===== config.mk =====
export PLATFORM = sky130hd
export DESIGN_NAME = if_fetch_unit
export DESIGN_NICKNAME = d
export VERILOG_FILES = /design/src/rtl/if_fetch_unit.sv
export SDC_FILE = /design/constraint.sdc
export NUM_CORES = 1
export LEC_CHECK = 0
export ABC_AREA = 1
export CELL_PAD_IN_SITES_DETAIL_PLACEMENT = 0
export CELL_PAD_IN_SITES_GLOBAL_PLACEMENT = 1
export CORE_MARGIN = 3
export CORE_UTILIZATION = 33
export DETAILED_ROUTE_END_ITERATION = 10
export PLACE_DENSITY_LB_ADDON = 0.1
export SLEW_MARGIN = 20
export SYNTH_ARGS = -nofsm -noshare
export SYNTH_HDL_FRONTEND = slang
export SYNTH_SLANG_ARGS = --single-unit

===== constraint.sdc =====
create_clock -name clk -period 6 [get_ports clk]
set_input_delay 0.9 -clock clk [delete_from_list [all_inputs] [get_ports clk]]
set_output_delay 0.9 -clock clk [all_outputs]
set_load 0.01 [all_outputs]

===== src/rtl/if_fetch_unit.sv =====
// Instruction fetch front-end: next-PC selection, single-outstanding imem requests,
// and a small PC/instruction queue that drains into decode over valid/ready.
module if_fetch_unit #(
  parameter logic [31:0] RESET_PC = 32'h0000_0000,
  parameter int          QDEPTH   = 2
) (
  input  logic        clk,
  input  logic        reset_n,
  input  logic [31:0] pc_i,
  output logic [31:0] npc_o,
  output logic        pc_stall_o,
  input  logic        redirect_i,
  input  logic [31:0] redirect_pc_i,
  output logic        imem_req_o,
  output logic [31:0] imem_addr_o,
  input  logic        imem_gnt_i,
  input  logic        imem_rvalid_i,
  input  logic [31:0] imem_rdata_i,
  output logic        id_valid_o,
  output logic [31:0] id_instr_o,
  output logic [31:0] id_pc_o,
  input  logic        id_ready_i
);

  // state  | meaning
  // S_REQ  | no request outstanding
  // S_WAIT | one request outstanding, response will be queued
  // S_DROP | one request outstanding, response will be discarded
  typedef enum logic [1:0] {S_REQ, S_WAIT, S_DROP} state_t;

  localparam int AW = (QDEPTH > 1) ? $clog2(QDEPTH) : 1;
  localparam int CW = $clog2(QDEPTH + 1);

  state_t        state;
  logic [CW-1:0] count;
  logic [AW-1:0] rd_ptr;
  logic [AW-1:0] wr_ptr;
  logic [31:0]   q_pc    [QDEPTH];
  logic [31:0]   q_instr [QDEPTH];
  logic [31:0]   req_pc;

  logic          redirect;
  logic          granted;
  logic          push;
  logic          pop;
  logic          can_issue;
  logic [CW:0]   credit;
  logic          unused_ok;

  // The PC register owns reset, so RESET_PC is informational only.
  assign unused_ok = ^{RESET_PC, redirect_pc_i[1:0]};

  assign redirect = reset_n && redirect_i;
  assign pop      = id_valid_o && id_ready_i;

  // A response arriving this cycle still needs a slot, so WAIT always counts as in flight.
  assign credit    = {1'b0, count} + (CW+1)'(state == S_WAIT) - (CW+1)'(pop);
  assign can_issue = (state == S_REQ) || (state == S_WAIT && imem_rvalid_i);

  assign imem_req_o  = reset_n && !redirect_i && can_issue && (credit < (CW+1)'(QDEPTH));
  assign imem_addr_o = pc_i;
  assign granted     = imem_req_o && imem_gnt_i;
  assign push        = (state == S_WAIT) && imem_rvalid_i && !redirect;

  always_comb begin
    npc_o      = pc_i;
    pc_stall_o = 1'b1;
    if (redirect) begin
      npc_o      = {redirect_pc_i[31:2], 2'b00};
      pc_stall_o = 1'b0;
    end else if (granted) begin
      npc_o      = pc_i + 32'd4;
      pc_stall_o = 1'b0;
    end
  end

  always_ff @(posedge clk or negedge reset_n) begin
    if (!reset_n) begin
      state  <= S_REQ;
      req_pc <= 32'h0;
    end else begin
      if (granted) req_pc <= pc_i;
      case (state)
        S_REQ: begin
          if (granted) state <= S_WAIT;
        end
        S_WAIT: begin
          if (imem_rvalid_i) state <= granted ? S_WAIT : S_REQ;
          else if (redirect) state <= S_DROP;
        end
        S_DROP: begin
          if (imem_rvalid_i) state <= S_REQ;
        end
        default: state <= S_REQ;
      endcase
    end
  end

  always_ff @(posedge clk or negedge reset_n) begin
    if (!reset_n) begin
      count  <= '0;
      rd_ptr <= '0;
      wr_ptr <= '0;
      for (int i = 0; i < QDEPTH; i++) begin
        q_pc[i]    <= 32'h0;
        q_instr[i] <= 32'h0;
      end
    end else if (redirect) begin
      count  <= '0;
      rd_ptr <= '0;
      wr_ptr <= '0;
    end else begin
      if (push) begin
        q_pc[wr_ptr]    <= req_pc;
        q_instr[wr_ptr] <= imem_rdata_i;
        wr_ptr          <= wr_ptr + AW'(1);
      end
      if (pop) rd_ptr <= rd_ptr + AW'(1);
      count <= count + CW'(push) - CW'(pop);
    end
  end

  assign id_valid_o = (count != '0);
  assign id_instr_o = q_instr[rd_ptr];
  assign id_pc_o    = q_pc[rd_ptr];

endmodule

# --- Yosys cells after proc, flatten, opt, wreduce, memory -nomap -nowiden ---
# Cells that the tools add are included.
classes:
  n_reduce_logical: 18
  mux: 25
  bitwise_logic: 3
  n_eq_ne: 5
  n_addsub: 7
  order_cmp: 4
op_table:
  columns: ["op", "n"]
  rows:
  - ["two-way mux 32 bit", 9]
  - ["bitwise mux 64 bit", 2]
  - ["adder 32 x 3 -> 32 bit, second input constant", 1]
  - ["demux 32 bit (select 1 bit)", 1]
  - ["two-way mux 2 bit", 5]
  - ["logical AND 1 bit", 9]
  - ["two-way mux 1 bit", 7]
  - ["case mux 2 bit (3 select lines)", 1]
  - ["nonzero test 2 bit", 3]
  - [">= comparator 2 bit, second input constant", 2]
  - ["inequality test 2 bit, second input constant", 2]
  - ["inverter 1 -> 2 bit", 2]
  - ["adder 2 x 1 -> 3 bit", 1]
  - ["less-than comparator 3 x 2 -> 1 bit, second input constant", 1]
  - ["inequality test 3 bit, second input constant", 1]
  - ["AND reduction 3 bit", 1]
  - ["subtractor 3 x 1 -> 3 bit", 1]
  - ["adder 1 bit, second input constant", 2]
  - ["adder 2 x 1 -> 2 bit", 1]
  - ["equality test 2 x 1 -> 1 bit, second input constant", 1]
  - ["equality test 2 bit, second input constant", 1]
  - ["logical NOT 1 bit", 2]
  - ["logical NOT 2 bit", 1]
  - ["less-than comparator 2 x 1 -> 1 bit, second input constant", 1]
  - ["4 further kinds", 4]
word_totals:
  ff_bits: 166
  in_bits: 102
  out_inout_bits: 131

# --- Depth between registers and ports, before layout ---
depth:
  word_depth: 9
  mapped_depth: 17
  ltp_nobuf: 16

# --- Worst setup path after synthesis ---
# No wires, ideal clock.
synth_timing:
  kind: "input to output"
  from: "in id_ready_i"
  to: "out npc_o[8]"
  cell_stages: 11
  arrival_time_ns: 2.764
  required_time_ns: 5.100
  setup_slack_ns: 2.336
  n_path_buf: 1
  path_cell_list: "nand2_1 -> nor2_1 -> o21ai_0 -> fa_1 -> inv_1 -> nor2_1 -> nand2_1 -> nor3_4 -> buf_2 -> nand2_1 -> a31oi_1"
synth_between:
  elab_chain_cells: 7
synth_rtl:
  columns: ["item", "line", "rtl"]
  rows:
  - ["from (decl)", "22", "input logic id_ready_i"]
  - ["logical AND 1 bit", "54", "assign pop = id_valid_o && id_ready_i;"]
  - ["subtractor 3 x 1 -> 3 bit", "57", "assign credit = {1'b0, count} + (CW+1)'(state == S_WAIT) - (CW+1)'(pop);"]
  - ["less-than comparator 3 x 2 -> 1 bit", "60", "assign imem_req_o = reset_n && !redirect_i && can_issue && (credit < (CW+1)'(QDEPTH));"]
  - ["logical AND 1 bit", "60", null]
  - ["logical AND 1 bit", "62", "assign granted = imem_req_o && imem_gnt_i;"]
  - ["two-way mux 32 bit", "71", "end else if (granted) begin"]
  - ["two-way mux 32 bit", "68", "if (redirect) begin"]
  - ["to (decl)", "10", "output logic [31:0] npc_o,"]
# Every way passes these cells.

# --- Worst setup path after layout ---
layout_timing:
  from: "in id_ready_i"
  to: "out npc_o[21]"
# The elaborated chain is that of the path after synthesis.

==> flow_summary.yaml <==
outcome:
  status: "complete, no violations"
clock_network:
  clk_latency_ns: 0.42
  cts_buffer_depth: 2
  clkSinkCount: 166
  clk_pin_slew_ns: 0.07
  cts_max_level: 4
  post_cts_buffers: 0
  cts.repair.resized: 0
  postCtsHoldBufs: 0
  cts_root_buffer: "clkbuf_16"
  numCtsBuffers: 17
  cts_tree: "done"
placed_design:
  port_buffers: 230
  place_congestion: 0.755
  place_inst: 1546
  pre_cts_ws_ns: 0.943
  place_hpwl_um: 16500
routing:
  routed_wl_um: 23300
  drcViolationCount: 0
  vias: 7268
  avgRoutedWirePerCell_um: 14.8
  drtIter0Drc: 366
  vias_per_cell: 4.60
  dr.pass1.iters: 5
  postRouteAntennaNets: 0
cells_and_area:
  drive_gt1_share_pct: 9.69
  finalNetCount: 1342
  syn_to_final_growth_pct: 33.4
  fin_cells: 1579
  n_fill_cell: 2610
  diodes: 0
  multi_input_area_um2: 3600
  register_area_um2: 4150
  fin_util_pct: 45.6
sta:
  setup_viol: 0
  fin_crit_sh_pct: 83.3
  tightest_slew_ns: 0.825
  skew_ns: 0.0100
  slew_headroom_pct: 45.0
  final.setup.tns_ns: 0
  rsz0062_at_grt: "no"
  max_freq_mhz: 200
  maxSlewViolCount: 0
  min_period_ns: 5.00
  hold_viol: 0
  setup_slack_ns: 1.00
power:
  p_total_mw: 5.13
  peakVddDrop_mv: 0.225
  power_density_nw_per_um2: 441
  power.static_leakage_nw: 5.42
flow_run:
  cap_violations: 0
logic_synthesis:
  synth-async-reset-ratio_pct: 100
  yosys-top-cells-count: "nand2_1, dfrtp_1, o21ai_0, inv_1, nand3_1"
  syn_area_um2: 8720
  synth_cells: 1061
  yosys.area.top_type_share_pct: 47.6
  synth_warnings: 0
  seq_area_frac_synth_pct: 47.6
  yosys_register_bits: 166
  syn_area_per_cell_um2: 8.22
  synth_cell_types: 31
  synth_most_common_cell: "nand2_1"
  yosys.area.top_type: "dfrtp_1"
  synthFlopType: "dfrtp_1"
  synth-edff-count: 0
  synth_area_leaders: "dfrtp_1, nand2_1, o21ai_0"
  synth_fp_nets: 1167
floorplanning:
  fp.dieW_um: 169
  fp.dieArea_um2: 28400
  die_y_um: 169
  core_area_um2: 25500
  initial_core_util_pct: 34.1
  design.portCount: 233
  rows: 58
critical_path:
  worstPathRequired_ns: 5.10
  r2r_cells: 12
  r2r_setup_slack_ns: 3.04
  start_kind: "input port"
  worstPathArrival_ns: 4.10
  regToRegEndpoint: "req_pc[30]$_DFFE_PN0N_"
  r2r_start: "count[1]$_DFF_PN0_"
  cp_max_fo: 46
  crit_type: "in2out"
  critPathCaptureType: "output pin"
global_routing:
  grt_max_degree: 79
  antenna_found_initial: 0
  grt_pass1_wl_um: 38300
  overflow: 0
  grt_pass1_vias: 7292
  grtUsageTotal_pct: 16.8
worst_hold_path:
  hold_class: "in2async"
layout by cell type (no fill, tap or decap), types with 3 or more instances in the layout:
master,n
clkdlybuf4s50_1,229
inv_2,3
nor2_4,3
buf_4,11
ha_1,3
inv_6,4
a21oi_1,3
o21ai_0,129
mux2_4,25
nand3_1,53
clkinv_8,3
clkinv_4,4
nor2_1,44
inv_8,3
nand4_1,17
o21ai_1,44
clkbuf_16,17
nand2_1,313
dfrtp_1,166
inv_1,116
mux2_2,37
power by group:
group	total, mW	leakage [nW]	switching (mW)	internal [mW]
combinational	2.19	3.13	1.03	1.16
sequential	1.88	2.01	0.239	1.64
clock	1.06	0.283	0.504	0.556
total	5.13	5.42	1.78	3.35
routing by layer:
metal / wire (um) / track usage (%)
met2: 10600 / 27.2
met1: 11300 / 23.2
met4: 225 / 3.84
met3: 1230 / 3.43
met5: 0 / 0
critical path, stage by stage:
cell and delay [ns]:
clkdlybuf4s50_1 0.46, nand2_1 0.10, nor2_1 0.17, o21ai_0 0.14, fa_1 0.52, inv_1 0.04, nor2_1 0.09, nand2_1 0.11
nor3_4 0.17, buf_4 0.41, nand3_1 0.13, nand2_1 0.08, nand3_1 0.09, nand2_1 0.09, clkdlybuf4s50_1 0.54
registers in the layout, indices dropped and copies added, names as in the netlist:
name / count
q_instr: 64
q_pc: 64
req_pc: 32
count: 2
state: 2
rd_ptr: 1
wr_ptr: 1
worst max-delay path by stage:
stage	slack, ns	cells past startpoint	end	from
after detailed placement	0.94	13	npc_o[28]	id_ready_i
after floorplan	2.34	11	npc_o[8]	id_ready_i
after CTS	0.92	13	npc_o[28]	id_ready_i
final	1.00	15	npc_o[21]	id_ready_i
after global placement	0.92	13	npc_o[28]	id_ready_i
after global routing	0.65	13	npc_o[24]	id_ready_i
through the flow:
stage                     hold WS [ns]  instance area (um2)
final                            0.434                11600
after global routing             0.453                11600
after CTS                        0.431                11600
after detailed placement         0.470                11000
after global placement           0.471                11000
after floorplan                  0.453                 8720
layout make-up:
cell class	count	share of cell area, %
Multi-Input combinational cell	687	31.0
Clock inverter	15	1.38
Timing Repair Buffer	243	20.8
Inverter	121	3.91
Sequential cell	166	35.7
Clock buffer	17	3.66
Tap cell	330	3.55
cells by family after synthesis:
kind of cell	count (synthesis)	share of synthesized area, %
and+or+nand+nor	438	20.6
buffers and inverters	208	11.3
AOI/OAI and AO/OA	180	10.4
DFF	166	47.6
muxes	62	9.08
adders and majority gates	4	0.660
xor gates and xnor gates	3	0.301
No activity file was read; power rests on OpenSTA's default activity.
